[src/rtl/pipe_pkg.sv]
// Shared register-file write-port types for the processor pipeline.
// A write request is one destination register plus its result.
package pipe_pkg;

  localparam int DATA_W = 32;
  localparam int ADDR_W = 5;
  localparam int NREG   = 32;

  typedef struct packed {
    logic [ADDR_W-1:0] wreg;
    logic [DATA_W-1:0] wdata;
  } wb_req_t;

endpackage

[src/rtl/wb_write_arbiter_if.sv]
// Bundle of writeback sources, issue tracking and the merged register-file write port.
// The slave modport is the arbiter; the master modport is everything around it.
interface wb_write_arbiter_if
  import pipe_pkg::*;
#(
  parameter int FIFO_DEPTH = 4
);

  localparam int CNT_W = $clog2(FIFO_DEPTH) + 1;

  logic              pipe_we;
  logic [ADDR_W-1:0] pipe_wreg;
  logic [DATA_W-1:0] pipe_wdata;
  logic              ext_valid;
  logic              ext_ready;
  logic [ADDR_W-1:0] ext_wreg;
  logic [DATA_W-1:0] ext_wdata;
  logic              issue_valid;
  logic [ADDR_W-1:0] issue_wreg;
  logic [NREG-1:0]   busy_mask;
  logic              RegWrite;
  logic [ADDR_W-1:0] writereg;
  logic [DATA_W-1:0] writedata;
  logic [CNT_W-1:0]  fifo_count;
  logic              wb_err;

  modport master (
    output pipe_we, pipe_wreg, pipe_wdata,
    output ext_valid, ext_wreg, ext_wdata,
    output issue_valid, issue_wreg,
    input  ext_ready, busy_mask, RegWrite, writereg, writedata, fifo_count, wb_err
  );

  modport slave (
    input  pipe_we, pipe_wreg, pipe_wdata,
    input  ext_valid, ext_wreg, ext_wdata,
    input  issue_valid, issue_wreg,
    output ext_ready, busy_mask, RegWrite, writereg, writedata, fifo_count, wb_err
  );

endinterface

[src/rtl/wb_fifo.sv]
// Small synchronous FIFO of write requests; the head is readable in the same cycle
// it is popped so a buffered result can be emitted without an extra stage.
module wb_fifo
  import pipe_pkg::*;
#(
  parameter int DEPTH = 4,
  localparam int PTR_W = $clog2(DEPTH),
  localparam int CNT_W = PTR_W + 1
) (
  input  logic             clk,
  input  logic             rst,
  input  logic             push,
  input  wb_req_t          wr_data,
  input  logic             pop,
  output wb_req_t          rd_data,
  output logic [CNT_W-1:0] count,
  output logic             full,
  output logic             empty
);

  wb_req_t          mem [DEPTH];
  logic [PTR_W-1:0] wr_ptr_reg;
  logic [PTR_W-1:0] rd_ptr_reg;
  logic [CNT_W-1:0] count_reg;
  logic [CNT_W-1:0] count_next;
  logic             do_push;
  logic             do_pop;

  assign full    = (count_reg == CNT_W'(DEPTH));
  assign empty   = (count_reg == '0);
  assign do_push = push && !full;
  assign do_pop  = pop && !empty;
  assign rd_data = mem[rd_ptr_reg];
  assign count   = count_reg;

  always_comb begin
    count_next = count_reg;
    if (do_push && !do_pop) begin
      count_next = count_reg + CNT_W'(1);
    end else if (do_pop && !do_push) begin
      count_next = count_reg - CNT_W'(1);
    end
  end

  always_ff @(posedge clk) begin
    if (do_push) begin
      mem[wr_ptr_reg] <= wr_data;
    end
  end

  // Pointers wrap naturally because DEPTH is a power of two.
  always_ff @(posedge clk) begin
    if (rst) begin
      wr_ptr_reg <= '0;
      rd_ptr_reg <= '0;
      count_reg  <= '0;
    end else begin
      if (do_push) wr_ptr_reg <= wr_ptr_reg + PTR_W'(1);
      if (do_pop)  rd_ptr_reg <= rd_ptr_reg + PTR_W'(1);
      count_reg <= count_next;
    end
  end

endmodule

[src/rtl/wb_write_arbiter.sv]
// Register-file write port: pipeline writebacks take priority, buffered multi-cycle
// results fill idle slots, and a scoreboard tracks registers with results in flight.
module wb_write_arbiter
  import pipe_pkg::*;
#(
  parameter int FIFO_DEPTH = 4
) (
  input  logic               clk,
  input  logic               rst,
  wb_write_arbiter_if.slave  bus
);

  localparam int CNT_W = $clog2(FIFO_DEPTH) + 1;

  wb_req_t           push_req;
  wb_req_t           head;
  logic [CNT_W-1:0]  count;
  logic              fifo_full;
  logic              fifo_empty;
  logic              fifo_push;
  logic              fifo_pop;
  logic              ext_ready;
  logic              ext_acc;
  logic              pipe_sel;

  logic              regwrite_reg;
  logic [ADDR_W-1:0] writereg_reg;
  logic [DATA_W-1:0] writedata_reg;
  logic [NREG-1:0]   busy_reg;
  logic [NREG-1:0]   busy_next;
  logic [NREG-1:0]   set_vec;
  logic [NREG-1:0]   clr_vec;
  logic              wb_err_reg;
  logic              wb_err_next;
  logic              err_issue;
  logic              err_ext;
  logic              err_pipe;

  // Readiness looks only at occupancy; a same-cycle pop never opens a slot.
  assign ext_ready = !rst && !fifo_full;
  assign ext_acc   = bus.ext_valid && ext_ready;
  assign fifo_push = ext_acc && (bus.ext_wreg != '0);
  assign push_req  = '{wreg: bus.ext_wreg, wdata: bus.ext_wdata};

  // A pipeline write to r0 is dropped, so it leaves the slot free for the FIFO.
  assign pipe_sel  = bus.pipe_we && (bus.pipe_wreg != '0);
  assign fifo_pop  = !pipe_sel && !fifo_empty;

  wb_fifo #(
    .DEPTH (FIFO_DEPTH)
  ) u_fifo (
    .clk     (clk),
    .rst     (rst),
    .push    (fifo_push),
    .wr_data (push_req),
    .pop     (fifo_pop),
    .rd_data (head),
    .count   (count),
    .full    (fifo_full),
    .empty   (fifo_empty)
  );

  genvar gi;
  generate
    for (gi = 0; gi < NREG; gi++) begin : g_busy
      if (gi == 0) begin : g_r0
        assign set_vec[gi] = 1'b0;
      end else begin : g_rn
        assign set_vec[gi] = bus.issue_valid && (bus.issue_wreg == ADDR_W'(gi));
      end
      assign clr_vec[gi]   = fifo_pop && (head.wreg == ADDR_W'(gi));
      // A new issue outranks the retirement of the older op to the same register.
      assign busy_next[gi] = set_vec[gi] || (busy_reg[gi] && !clr_vec[gi]);
    end
  endgenerate

  assign err_issue   = bus.issue_valid && busy_reg[bus.issue_wreg] && !clr_vec[bus.issue_wreg];
  assign err_ext     = fifo_push && !busy_reg[bus.ext_wreg];
  assign err_pipe    = bus.pipe_we && busy_reg[bus.pipe_wreg];
  assign wb_err_next = wb_err_reg || err_issue || err_ext || err_pipe;

  always_ff @(posedge clk) begin
    if (rst) begin
      regwrite_reg  <= 1'b0;
      writereg_reg  <= '0;
      writedata_reg <= '0;
      busy_reg      <= '0;
      wb_err_reg    <= 1'b0;
    end else begin
      regwrite_reg <= pipe_sel || fifo_pop;
      if (pipe_sel) begin
        writereg_reg  <= bus.pipe_wreg;
        writedata_reg <= bus.pipe_wdata;
      end else if (fifo_pop) begin
        writereg_reg  <= head.wreg;
        writedata_reg <= head.wdata;
      end
      busy_reg   <= busy_next;
      wb_err_reg <= wb_err_next;
    end
  end

  assign bus.ext_ready  = ext_ready;
  assign bus.busy_mask  = busy_reg;
  assign bus.RegWrite   = regwrite_reg;
  assign bus.writereg   = writereg_reg;
  assign bus.writedata  = writedata_reg;
  assign bus.fifo_count = count;
  assign bus.wb_err     = wb_err_reg;

endmodule

[src/flat_wrapper.sv]
// flat-port wrapper written by rule: the top's interface ports become plain ports
module wb_write_arbiter_flat import pipe_pkg::*;
#(
  parameter int FIFO_DEPTH = 4
)
  (clk, rst, bus_pipe_we, bus_pipe_wreg, bus_pipe_wdata, bus_ext_valid, bus_ext_wreg, bus_ext_wdata, bus_issue_valid, bus_issue_wreg, bus_ext_ready, bus_busy_mask, bus_RegWrite, bus_writereg, bus_writedata, bus_fifo_count, bus_wb_err);
  wb_write_arbiter_if #(.FIFO_DEPTH(FIFO_DEPTH)) bus_i ();
  input  logic clk;
  input  logic rst;
  input wire logic [$bits(bus_i.pipe_we)-1:0] bus_pipe_we;
  input wire logic [$bits(bus_i.pipe_wreg)-1:0] bus_pipe_wreg;
  input wire logic [$bits(bus_i.pipe_wdata)-1:0] bus_pipe_wdata;
  input wire logic [$bits(bus_i.ext_valid)-1:0] bus_ext_valid;
  input wire logic [$bits(bus_i.ext_wreg)-1:0] bus_ext_wreg;
  input wire logic [$bits(bus_i.ext_wdata)-1:0] bus_ext_wdata;
  input wire logic [$bits(bus_i.issue_valid)-1:0] bus_issue_valid;
  input wire logic [$bits(bus_i.issue_wreg)-1:0] bus_issue_wreg;
  output wire logic [$bits(bus_i.ext_ready)-1:0] bus_ext_ready;
  output wire logic [$bits(bus_i.busy_mask)-1:0] bus_busy_mask;
  output wire logic [$bits(bus_i.RegWrite)-1:0] bus_RegWrite;
  output wire logic [$bits(bus_i.writereg)-1:0] bus_writereg;
  output wire logic [$bits(bus_i.writedata)-1:0] bus_writedata;
  output wire logic [$bits(bus_i.fifo_count)-1:0] bus_fifo_count;
  output wire logic [$bits(bus_i.wb_err)-1:0] bus_wb_err;
  assign bus_i.pipe_we = bus_pipe_we;
  assign bus_i.pipe_wreg = bus_pipe_wreg;
  assign bus_i.pipe_wdata = bus_pipe_wdata;
  assign bus_i.ext_valid = bus_ext_valid;
  assign bus_i.ext_wreg = bus_ext_wreg;
  assign bus_i.ext_wdata = bus_ext_wdata;
  assign bus_i.issue_valid = bus_issue_valid;
  assign bus_i.issue_wreg = bus_issue_wreg;
  assign bus_ext_ready = bus_i.ext_ready;
  assign bus_busy_mask = bus_i.busy_mask;
  assign bus_RegWrite = bus_i.RegWrite;
  assign bus_writereg = bus_i.writereg;
  assign bus_writedata = bus_i.writedata;
  assign bus_fifo_count = bus_i.fifo_count;
  assign bus_wb_err = bus_i.wb_err;
  wb_write_arbiter #(.FIFO_DEPTH(FIFO_DEPTH)) u_core (.clk(clk), .rst(rst), .bus(bus_i));
endmodule
[config.mk]
export PLATFORM = sky130hd
export DESIGN_NAME = wb_write_arbiter_flat
export DESIGN_NICKNAME = d
export VERILOG_FILES = /design/src/rtl/pipe_pkg.sv /design/src/rtl/wb_write_arbiter_if.sv /design/src/rtl/wb_fifo.sv /design/src/rtl/wb_write_arbiter.sv /design/src/flat_wrapper.sv
export SDC_FILE = /design/constraint.sdc
export NUM_CORES = 1
export LEC_CHECK = 0
export BUFFER_PORTS_ARGS = -buffer_cell sky130_fd_sc_hd__buf_2
export CORE_MARGIN = 3
export CORE_UTILIZATION = 55
export CTS_CLUSTER_DIAMETER = 40
export CTS_CLUSTER_SIZE = 16
export DETAILED_ROUTE_END_ITERATION = 8
export GPL_ROUTABILITY_DRIVEN = 0
export PLACE_DENSITY = 0.78
export SLEW_MARGIN = 10
export SYNTH_ARGS = -nofsm -noshare
export SYNTH_HDL_FRONTEND = slang
export SYNTH_SLANG_ARGS = --single-unit
[constraint.sdc]
create_clock -name clk -period 2.96 [get_ports clk]
set_clock_uncertainty 0.15 [all_clocks]
set_input_delay 0.148 -clock clk [delete_from_list [all_inputs] [get_ports clk]]
set_output_delay 0.148 -clock clk [all_outputs]
set_load 0.02 [all_outputs]
==> results.sh, run 1 <==
export IMPL_outcome="complete, no violations"
export IMPL_rsz0062_at_grt="false"
export IMPL_drt_iter0_drc=757
export IMPL_clk_latency_ns=0.55
export IMPL_ir_drop_mv=0.536
export IMPL_p_per_area_mw_per_mm2=804
export IMPL_initial_core_util=0.569
export IMPL_rows=47
export IMPL_grtUsageMet1=0.363
export IMPL_finalCriticalPeriod_ns=2.54
export IMPL_grt_pass1_wl_um=39300
export IMPL_synthDominantCellAreaShare=0.465
export IMPL_syn_nets=789
export IMPL_synth_seq_area_share=0.632
export IMPL_grt_max_degree=80
export IMPL_cp_slowest_cell="mux4_2"
export IMPL_io_pins=159
export IMPL_largest_reg_flops=148
export IMPL_whs_path_depth=4
export IMPL_rrSetupSlack_ns=0.42
export IMPL_dp_hpwl_um=16200
export IMPL_fin_util=0.740
export IMPL_fin_nets=1030
export IMPL_p_leak_nw=4.58
export IMPL_synth_edff_count=148
export IMPL_cts_root_buf="clkbuf_16"
export IMPL_synth_most_common_cell="edfxtp_1"
export IMPL_synthesis_area_mm2=0.00957
export IMPL_crit_path_cell_trace="mux4_2 -> nor3_1 -> nand3_1 -> o21ai_0 -> a21oi_1"
export IMPL_slew_limit_headroom=0.374
export IMPL_crit_path_start_kind="flip-flop"
export IMPL_hp_class="in -> reg"
export IMPL_dr_pass1_iters=5
export IMPL_grt_use_met2=0.440
export IMPL_cts_buffer_depth=3
export IMPL_critPathMaxFanout=12
export IMPL_report_power_total_w=0.0100
export IMPL_seq_area_mm2=0.00605
export IMPL_first_global_vias=7231
export IMPL_synth_top_cells_by_count="edfxtp_1, nand2_1, dfxtp_1"
export IMPL_fmax_ghz=0.393
export IMPL_synth_cell_types=42
export IMPL_tns_ns=0
export IMPL_synth_area_top_cells="edfxtp_1, dfxtp_1, mux4_2"
export IMPL_clock_sinks=228
export IMPL_cts_tree="yes"
export IMPL_max_cap_violations=0
export IMPL_tightest_slew_ns=0.939
export IMPL_antenna_left=0
export IMPL_critPathArrivalTime_ns=2.77
export IMPL_avgSynthCellArea_um2=13.7
export IMPL_dieHeight_um=138
export IMPL_slew_violations=0
export IMPL_cts_resized=0
export IMPL_nFillCells=1064
export IMPL_use_met3=0.0581
export IMPL_routed_wl_um=26100
export IMPL_grt_usage=0.272
export IMPL_drive_gt1_frac=0.316
export IMPL_routedWlPerCell_um=22.0
export IMPL_dieArea_mm2=0.0190
export IMPL_num_vias=7239
export IMPL_io_buffers=158
export IMPL_syn_inst=699
export IMPL_whs_endpoint="u_core.u_fifo.wr_ptr_reg[1]$_SDFFE_PP0P_"
export IMPL_numCtsBuffers=30
export IMPL_finalCritPeriodShare=0.860
export IMPL_clk_pin_slew_worst_paths_ns=0.07
export IMPL_async_flop_share=0
export IMPL_avgViaCountPerCell=6.10
export IMPL_whs_ns=0.0342
export IMPL_ys_warn_count=0
export IMPL_hold_violations=0
export IMPL_cts_htree_levels=1
export IMPL_setup_viol=0
export IMPL_globalRouteOverflowTotal=0
export IMPL_multi_input_area_mm2=0.00332
export IMPL_antenna_found_initial=1
export IMPL_die_x_um=138
export IMPL_critPathCaptureType="flip-flop"
export IMPL_ys_ff_latch=228
export IMPL_worstRegToRegCells=5
export IMPL_required_ns=3.19
export IMPL_syn_to_final_growth_pct=30.2
export IMPL_route_detailed_drc=0
export IMPL_cts_setup_buffers=0
export IMPL_slowest_delay_ns=0.63
export IMPL_worstSetupPathType="reg -> reg"
export IMPL_min_from="bus_ext_valid"
export IMPL_core_area_mm2=0.0168
export IMPL_synthFlopType="edfxtp_1"
export IMPL_busiest_layer="met2"
export IMPL_synth_area_leader_cell="edfxtp_1"
export IMPL_r2r_end="u_core.bus.busy_mask[13]$_SDFF_PP0_"
-- cell usage in the layout (no fill, tap or decap), drive strengths merged, types with 2 or more instances in the layout --
| cell type | instances |
|---|---|
| mux4 | 62 |
| clkbuf | 30 |
| ha | 5 |
| a41oi | 2 |
| nand3 | 9 |
| o21ai | 33 |
| nor2 | 56 |
| nor2b | 6 |
| xnor2 | 6 |
| nand2 | 113 |
| a311oi | 36 |
| buf | 175 |
| edfxtp | 148 |
| or2 | 3 |
| xor2 | 3 |
| a22oi | 4 |
| nand2b | 11 |
| mux2i | 2 |
| diode | 2 |
| dlygate4sd3 | 80 |
| a31oi | 2 |
| or3 | 4 |
| and3 | 2 |
| and2 | 5 |
| clkinv | 8 |
| a21oi | 38 |
| dfxtp | 80 |
| inv | 22 |
| nor3 | 7 |
-- worst max-delay path by stage --
stage	cells after the start	endpoint	slack, ns
finish	5	u_core.bus.busy_mask[13]$_SDFF_PP0_	0.42
CTS	5	u_core.bus.busy_mask[13]$_SDFF_PP0_	0.45
global route	5	u_core.bus.busy_mask[2]$_SDFF_PP0_	0.28
floorplan	10	u_core.u_fifo.count[2]$_SDFFE_PP0P_	0.03
detailed placement	5	u_core.bus.busy_mask[28]$_SDFF_PP0_	0.47
global placement	5	u_core.bus.busy_mask[24]$_SDFF_PP0_	0.53
-- stage by stage --
| stage | instances | instance area [um^2] | setup WS (ns) |
|---|---|---|---|
| finish | 1186 | 12500 | 0.415 |
| global route | 1185 | 12400 | 0.280 |
| CTS | 1184 | 12400 | 0.453 |
| detailed placement | 1048 | 10600 | 0.466 |
| global placement | 1048 | 10600 | 0.532 |
| floorplan | 699 | 9570 | 0.0299 |
-- where the power goes --
group / internal [W] / total [W] / switching, W
Sequential: 0.00365 / 0.00384 / 0.000184
Clock: 0.00207 / 0.00368 / 0.00161
Combinational: 0.000959 / 0.00250 / 0.00154
-- cell type report --
class                           count  share of cell area
Multi-Input combinational cell    419               0.267
Timing Repair Buffer              255               0.139
Sequential cell                   228               0.486
Inverter                            6             0.00181
Antenna cell                        2            0.000402
Tap cell                          220              0.0221
Clock buffer                       30              0.0603
Clock inverter                     26              0.0239
-- critical path, delay by kind of cell (launching register included) --
kind	cells	cell delay, ns
and+or+nand+nor	2	0.68
muxes	1	0.63
DFF	1	0.58
AOI/OAI and AO/OA	2	0.33
-- kinds of logic after synthesis --
logic type | count (synthesis) | share of synthesized area
flip-flops | 228 | 0.632
adder cells (fa/ha/maj) | 6 | 0.00863
AO/OA/AOI/OAI | 121 | 0.0820
XOR/XNOR | 9 | 0.00824
AND/OR/NAND/NOR | 218 | 0.0972
buffers and inverters | 52 | 0.0228
multiplexers | 65 | 0.149
-- layer usage --
layer	vias to the layer above	share of wire
met5	-	0
met4	0	0.036
met3	97	0.099
met2	484	0.49
met1	3495	0.38
li1	3163	-
-- timing repair --
item	in CTS	in global routing
setup endpoints to repair	0	0
hold endpoints to repair	210	0
hold buffers	80	0
Note: power is estimated with default switching activity, not from simulation.
==> run 2: changes to the inputs <==
--- a/config.mk
+++ b/config.mk
@@ -6,13 +6,14 @@
 export NUM_CORES = 1
 export LEC_CHECK = 0
 export BUFFER_PORTS_ARGS = -buffer_cell sky130_fd_sc_hd__buf_2
-export CORE_MARGIN = 3
+export CORE_MARGIN = 1
 export CORE_UTILIZATION = 55
 export CTS_CLUSTER_DIAMETER = 40
 export CTS_CLUSTER_SIZE = 16
 export DETAILED_ROUTE_END_ITERATION = 8
 export GPL_ROUTABILITY_DRIVEN = 0
 export PLACE_DENSITY = 0.78
+export RECOVER_POWER = 25
 export SLEW_MARGIN = 10
 export SYNTH_ARGS = -nofsm -noshare
 export SYNTH_HDL_FRONTEND = slang
==> results.sh, run 2 (synthesis gave the netlist of run 1 again) <==
export IMPL_outcome="complete, no violations"
export IMPL_rsz0062_at_grt="false"
export IMPL_rows=47
export IMPL_cts_tree="yes"
export IMPL_critPathMaxFanout=7
export IMPL_core_area_mm2=0.0168
export IMPL_cts_buffer_depth=3
export IMPL_final_common_cell="edfxtp_1"
export IMPL_fin_nets=1028
export IMPL_antenna_found_initial=0
export IMPL_multi_input_area_mm2=0.00332
export IMPL_tns_ns=0
export IMPL_dieArea_mm2=0.0179
export IMPL_fmax_ghz=0.358
export IMPL_tightest_slew_ns=0.911
export IMPL_grt_usage=0.281
export IMPL_max_cap_violations=0
export IMPL_antenna_left=0
export IMPL_report_power_total_w=0.00984
export IMPL_finalCriticalPeriod_ns=2.79
export IMPL_slew_limit_headroom=0.392
export IMPL_syn_to_final_growth_pct=29.6
export IMPL_hold_violations=0
export IMPL_worstSetupPathType="reg -> reg"
export IMPL_finalNonFillerCells=1181
export IMPL_drt_iter0_drc=722
export IMPL_finalCritPeriodShare=0.943
export IMPL_die_x_um=134
export IMPL_place_inst=1045
export IMPL_setup_slack_ns=0.167
export IMPL_crit_path_start_kind="flip-flop"
export IMPL_slew_violations=0
export IMPL_clk_pin_slew_worst_paths_ns=0.06
export IMPL_io_pins=159
export IMPL_hp_class="in -> reg"
export IMPL_critPathArrivalTime_ns=3.00
export IMPL_numCtsBuffers=29
export IMPL_ir_drop_mv=0.649
export IMPL_layout_common_cells="edfxtp_1, buf_2, nand2_1, dlygate4sd3_1, dfxtp_1"
export IMPL_p_leak_nw=4.48
export IMPL_dr_pass1_iters=7
export IMPL_initial_core_util=0.571
export IMPL_first_global_vias=7405
export IMPL_routed_wl_um=24800
export IMPL_route_detailed_drc=0
export IMPL_place_ws_ns=0.540
export IMPL_critPathCaptureType="flip-flop"
export IMPL_setup_viol=0
export IMPL_grt_max_degree=80
export IMPL_largest_reg_flops=148
export IMPL_clk_latency_ns=0.53
export IMPL_dieHeight_um=134
export IMPL_num_vias=7215
export IMPL_avgViaCountPerCell=6.11
export IMPL_required_ns=3.17
export IMPL_antennaDiodeCount=0
export IMPL_grt_pass1_wl_um=39000
export IMPL_nFillCells=1067
export IMPL_seq_area_mm2=0.00605
export IMPL_routedWlPerCell_um=21.0
export IMPL_cts_htree_levels=1
export IMPL_whs_ns=0.0678
export IMPL_globalRouteOverflowTotal=0
export IMPL_cts_root_buf="clkbuf_16"
export IMPL_io_buffers=158
export IMPL_p_per_area_mw_per_mm2=793
export IMPL_clock_sinks=228
export IMPL_dp_hpwl_um=15300
export IMPL_drive_gt1_frac=0.278
run 2: cell types whose count changed in the layout (fill, tap and decap cells not counted), sizes merged:
| cell | previous run | this run |
|---|---|---|
| bufinv | 1 | 3 |
| inv | 22 | 17 |
| dlygate4sd3 | 80 | 82 |
| buf | 175 | 143 |
| clkinvlp | 1 | 0 |
| diode | 2 | 0 |
| clkbuf | 30 | 61 |
run 2: what timing repair did:
item | 4_1_cts | 5_1_grt
endpoints found under the setup margin | 0 | 1
resized for setup | 0 | 1
buffers inserted | 0 | 0
hold endpoints to repair | 209 | 0
hold buffers | 82 | 0
run 2: path summary, 6_finish.rpt:
path | startpoint | end | slack (ns) | cells past startpoint
setup / recovery | flip-flop | u_core.bus.wb_err$_SDFF_PP0_ | 0.17 | 7
hold / removal | bus_ext_valid | u_core.u_fifo.wr_ptr_reg[1]$_SDFFE_PP0P_ | 0.07 | 4
setup reg to reg | flip-flop | u_core.bus.wb_err$_SDFF_PP0_ | 0.17 | 7
hold reg to reg | u_core.bus.writedata[14]$_SDFFE_PP0P_ | u_core.bus.writedata[14]$_SDFFE_PP0P_ | 0.33 | 2
run 2: worst max-delay path: stages (launching register included):
cell and delay [ns]:
dfxtp_4 0.41, mux4_2 0.60, xnor2_1 0.21, nand3_1 0.14, o311a_1 0.34, o21ai_1 0.11
dlygate4sd3_1 0.55, a41oi_1 0.10
run 2: report_power, final:
part / total, W / internal, W / switching, W
clock network: 0.00354 / 0.00213 / 0.00140
registers: 0.00382 / 0.00365 / 0.000162
logic: 0.00248 / 0.000949 / 0.00153
run 2: area by class of cell:
cell class	instances	area share
flip-flops and latches	228	0.488
multi-input cells	419	0.268
repair buffers	254	0.141
clock buffers	32	0.0602
well taps	220	0.0222
clock inverters	22	0.0194
inverters	6	0.00182
run 2: stage by stage:
stage / util / cell area (um^2)
6_report: 0.740 / 12400
2_1_floorplan: - / 9570
3_3_place_gp: 0.634 / 10600
3_5_place_dp: 0.634 / 10600
5_1_grt: 0.740 / 12400
4_1_cts: 0.742 / 12400
run 2: metal layers:
layer | global-route usage | vias to the layer above | share of wire
li1 | - | 3153 | -
met1 | 0.364 | 3506 | 0.38
met2 | 0.463 | 470 | 0.49
met3 | 0.0616 | 86 | 0.092
met4 | 0.112 | 0 | 0.035
met5 | 0 | - | 0
==> run 3: changes to the inputs <==
--- a/config.mk
+++ b/config.mk
@@ -14,6 +14,7 @@
 export GPL_ROUTABILITY_DRIVEN = 0
 export PLACE_DENSITY = 0.78
 export RECOVER_POWER = 25
+export SETUP_SLACK_MARGIN = 0.5
 export SLEW_MARGIN = 10
 export SYNTH_ARGS = -nofsm -noshare
 export SYNTH_HDL_FRONTEND = slang
==> constraint.sdc (replaced) <==
create_clock -name clk -period 2.6 [get_ports clk]
set_clock_uncertainty 0.15 [all_clocks]
set_input_delay 0.13 -clock clk [delete_from_list [all_inputs] [get_ports clk]]
set_output_delay 0.13 -clock clk [all_outputs]
set_load 0.02 [all_outputs]
==> results.sh, run 3 (synthesis gave the netlist of run 1 again) <==
export IMPL_p_per_area_mw_per_mm2=929
export IMPL_numCtsBuffers=31
export IMPL_p_leak_nw=4.72
export IMPL_dieHeight_um=134
export IMPL_routedWlPerCell_um=22.3
export IMPL_hp_class="in -> reg"
export IMPL_cts_htree_levels=1
export IMPL_power_frac_comb=0.272
export IMPL_cts_tree="yes"
export IMPL_finalCriticalPeriod_ns=2.23
export IMPL_sequentialPowerShare=0.363
export IMPL_first_global_vias=7449
export IMPL_finalNonFillerCells=1212
export IMPL_finalCritPeriodShare=0.859
export IMPL_largest_reg_flops=148
export IMPL_fmax_ghz=0.448
export IMPL_layout_common_cells="edfxtp_1, buf_2, nand2_1, dlygate4sd3_1, dfxtp_1"
export IMPL_max_cap_violations=0
export IMPL_cts_buffer_depth=3
export IMPL_final_common_cell="edfxtp_1"
export IMPL_hold_violations=0
export IMPL_antenna_found_initial=1
export IMPL_io_buffers=158
export IMPL_p_int_w=0.00824
export IMPL_io_pins=159
export IMPL_syn_to_final_growth_pct=35.3
export IMPL_critPathMaxFanout=6
export IMPL_critPathCaptureType="flip-flop"
export IMPL_tightest_slew_ns=0.911
export IMPL_pwr_share_clk=0.365
export IMPL_setup_slack_ns=0.366
export IMPL_place_ws_ns=0.208
export IMPL_ir_drop_mv=0.724
export IMPL_netSwitchingPower_w=0.00379
export IMPL_avgViaCountPerCell=6.18
export IMPL_clk_pin_slew_worst_paths_ns=0.05
export IMPL_fin_nets=1056
export IMPL_clock_sinks=228
export IMPL_dieArea_mm2=0.0179
export IMPL_dr_pass1_iters=7
export IMPL_setup_viol=0
export IMPL_num_vias=7490
export IMPL_globalRouteOverflowTotal=0
export IMPL_antenna_left=0
export IMPL_required_ns=2.84
export IMPL_place_inst=1052
export IMPL_tns_ns=0
export IMPL_outcome="complete, no violations"
export IMPL_dp_hpwl_um=15800
export IMPL_slew_violations=0
export IMPL_drive_gt1_frac=0.330
export IMPL_cts_root_buf="clkbuf_16"
export IMPL_initial_core_util=0.571
export IMPL_rows=47
export IMPL_core_area_mm2=0.0168
export IMPL_route_detailed_drc=0
export IMPL_routed_wl_um=27100
export IMPL_drt_iter0_drc=756
export IMPL_slew_limit_headroom=0.393
export IMPL_critPathArrivalTime_ns=2.47
export IMPL_grt_pass1_wl_um=40500
export IMPL_worstSetupPathType="reg -> reg"
export IMPL_die_x_um=134
export IMPL_switching_share=0.315
export IMPL_grt_max_degree=80
export IMPL_rsz0062_at_grt="true"
export IMPL_whs_ns=0.0718
export IMPL_grt_usage=0.298
export IMPL_crit_path_start_kind="flip-flop"
export IMPL_clk_latency_ns=0.55
export IMPL_nFillCells=959
==> run 3: cell type report <==
type | count | area (um^2) | area share
Sequential cell | 228 | 6060 | 0.468
Multi-Input combinational cell | 419 | 3490 | 0.270
Timing Repair Buffer | 280 | 2010 | 0.156
Clock buffer | 35 | 791 | 0.0611
Clock inverter | 23 | 289 | 0.0223
Tap cell | 220 | 275 | 0.0213
Inverter | 6 | 22.5 | 0.00174
Antenna cell | 1 | 2.50 | 0.000193
==> run 3: final timing paths <==
kind	slack (ns)	start	to	cells past startpoint
worst min register to register	0.33	u_core.bus.writedata[26]$_SDFFE_PP0P_	u_core.bus.writedata[26]$_SDFFE_PP0P_	2
worst max-delay path	0.37	flip-flop	u_core.bus.busy_mask[20]$_SDFF_PP0_	5
worst max register to register	0.37	flip-flop	u_core.bus.busy_mask[20]$_SDFF_PP0_	5
worst min-delay path	0.07	bus_pipe_wreg[2]	u_core.u_fifo.rd_ptr_reg[0]$_SDFFE_PP0P_	5
==> run 3: power by group through the flow <==
stage          Combinational (W)  Clock (W)  Sequential, W
2_1_floorplan            0.00173          0        0.00456
3_3_place_gp             0.00269          0        0.00441
3_5_place_dp             0.00276          0        0.00444
4_1_cts                  0.00309    0.00441        0.00437
5_1_grt                  0.00347    0.00457        0.00440
6_report                 0.00327    0.00439        0.00437
==> run 3: routing by layer <==
metal / vias up / global-route usage / wire length (um)
li1: 3216 / - / -
met5: - / 0 / 0
met3: 111 / 0.0684 / 2680
met1: 3639 / 0.380 / 9930
met4: 0 / 0.126 / 1130
met2: 524 / 0.494 / 13300
==> run 3: metrics by stage <==
stage                      util  area (um^2)  total power [W]
final                     0.772        12900           0.0120
after global routing      0.772        12900           0.0124
after CTS                 0.765        12800           0.0119
after detailed placement  0.642        10800          0.00720
after global placement    0.642        10800          0.00710
after floorplan               -         9630          0.00630
==> run 3: repair_timing <==
item	CTS	global route
gates resized for setup	19	31
hold buffers	82	0
endpoints found under the setup margin	86	101
hold endpoints to repair	218	0
pin swaps	1	11
gates cloned	0	1
setup buffers	13	5
==> run 3: critical path, stage by stage (launching register included) <==
cell and delay (ns):
dfxtp_4 0.41, mux4_2 0.62, or2_4 0.30, or3_4 0.38, o21ai_2 0.13, a21oi_1 0.07
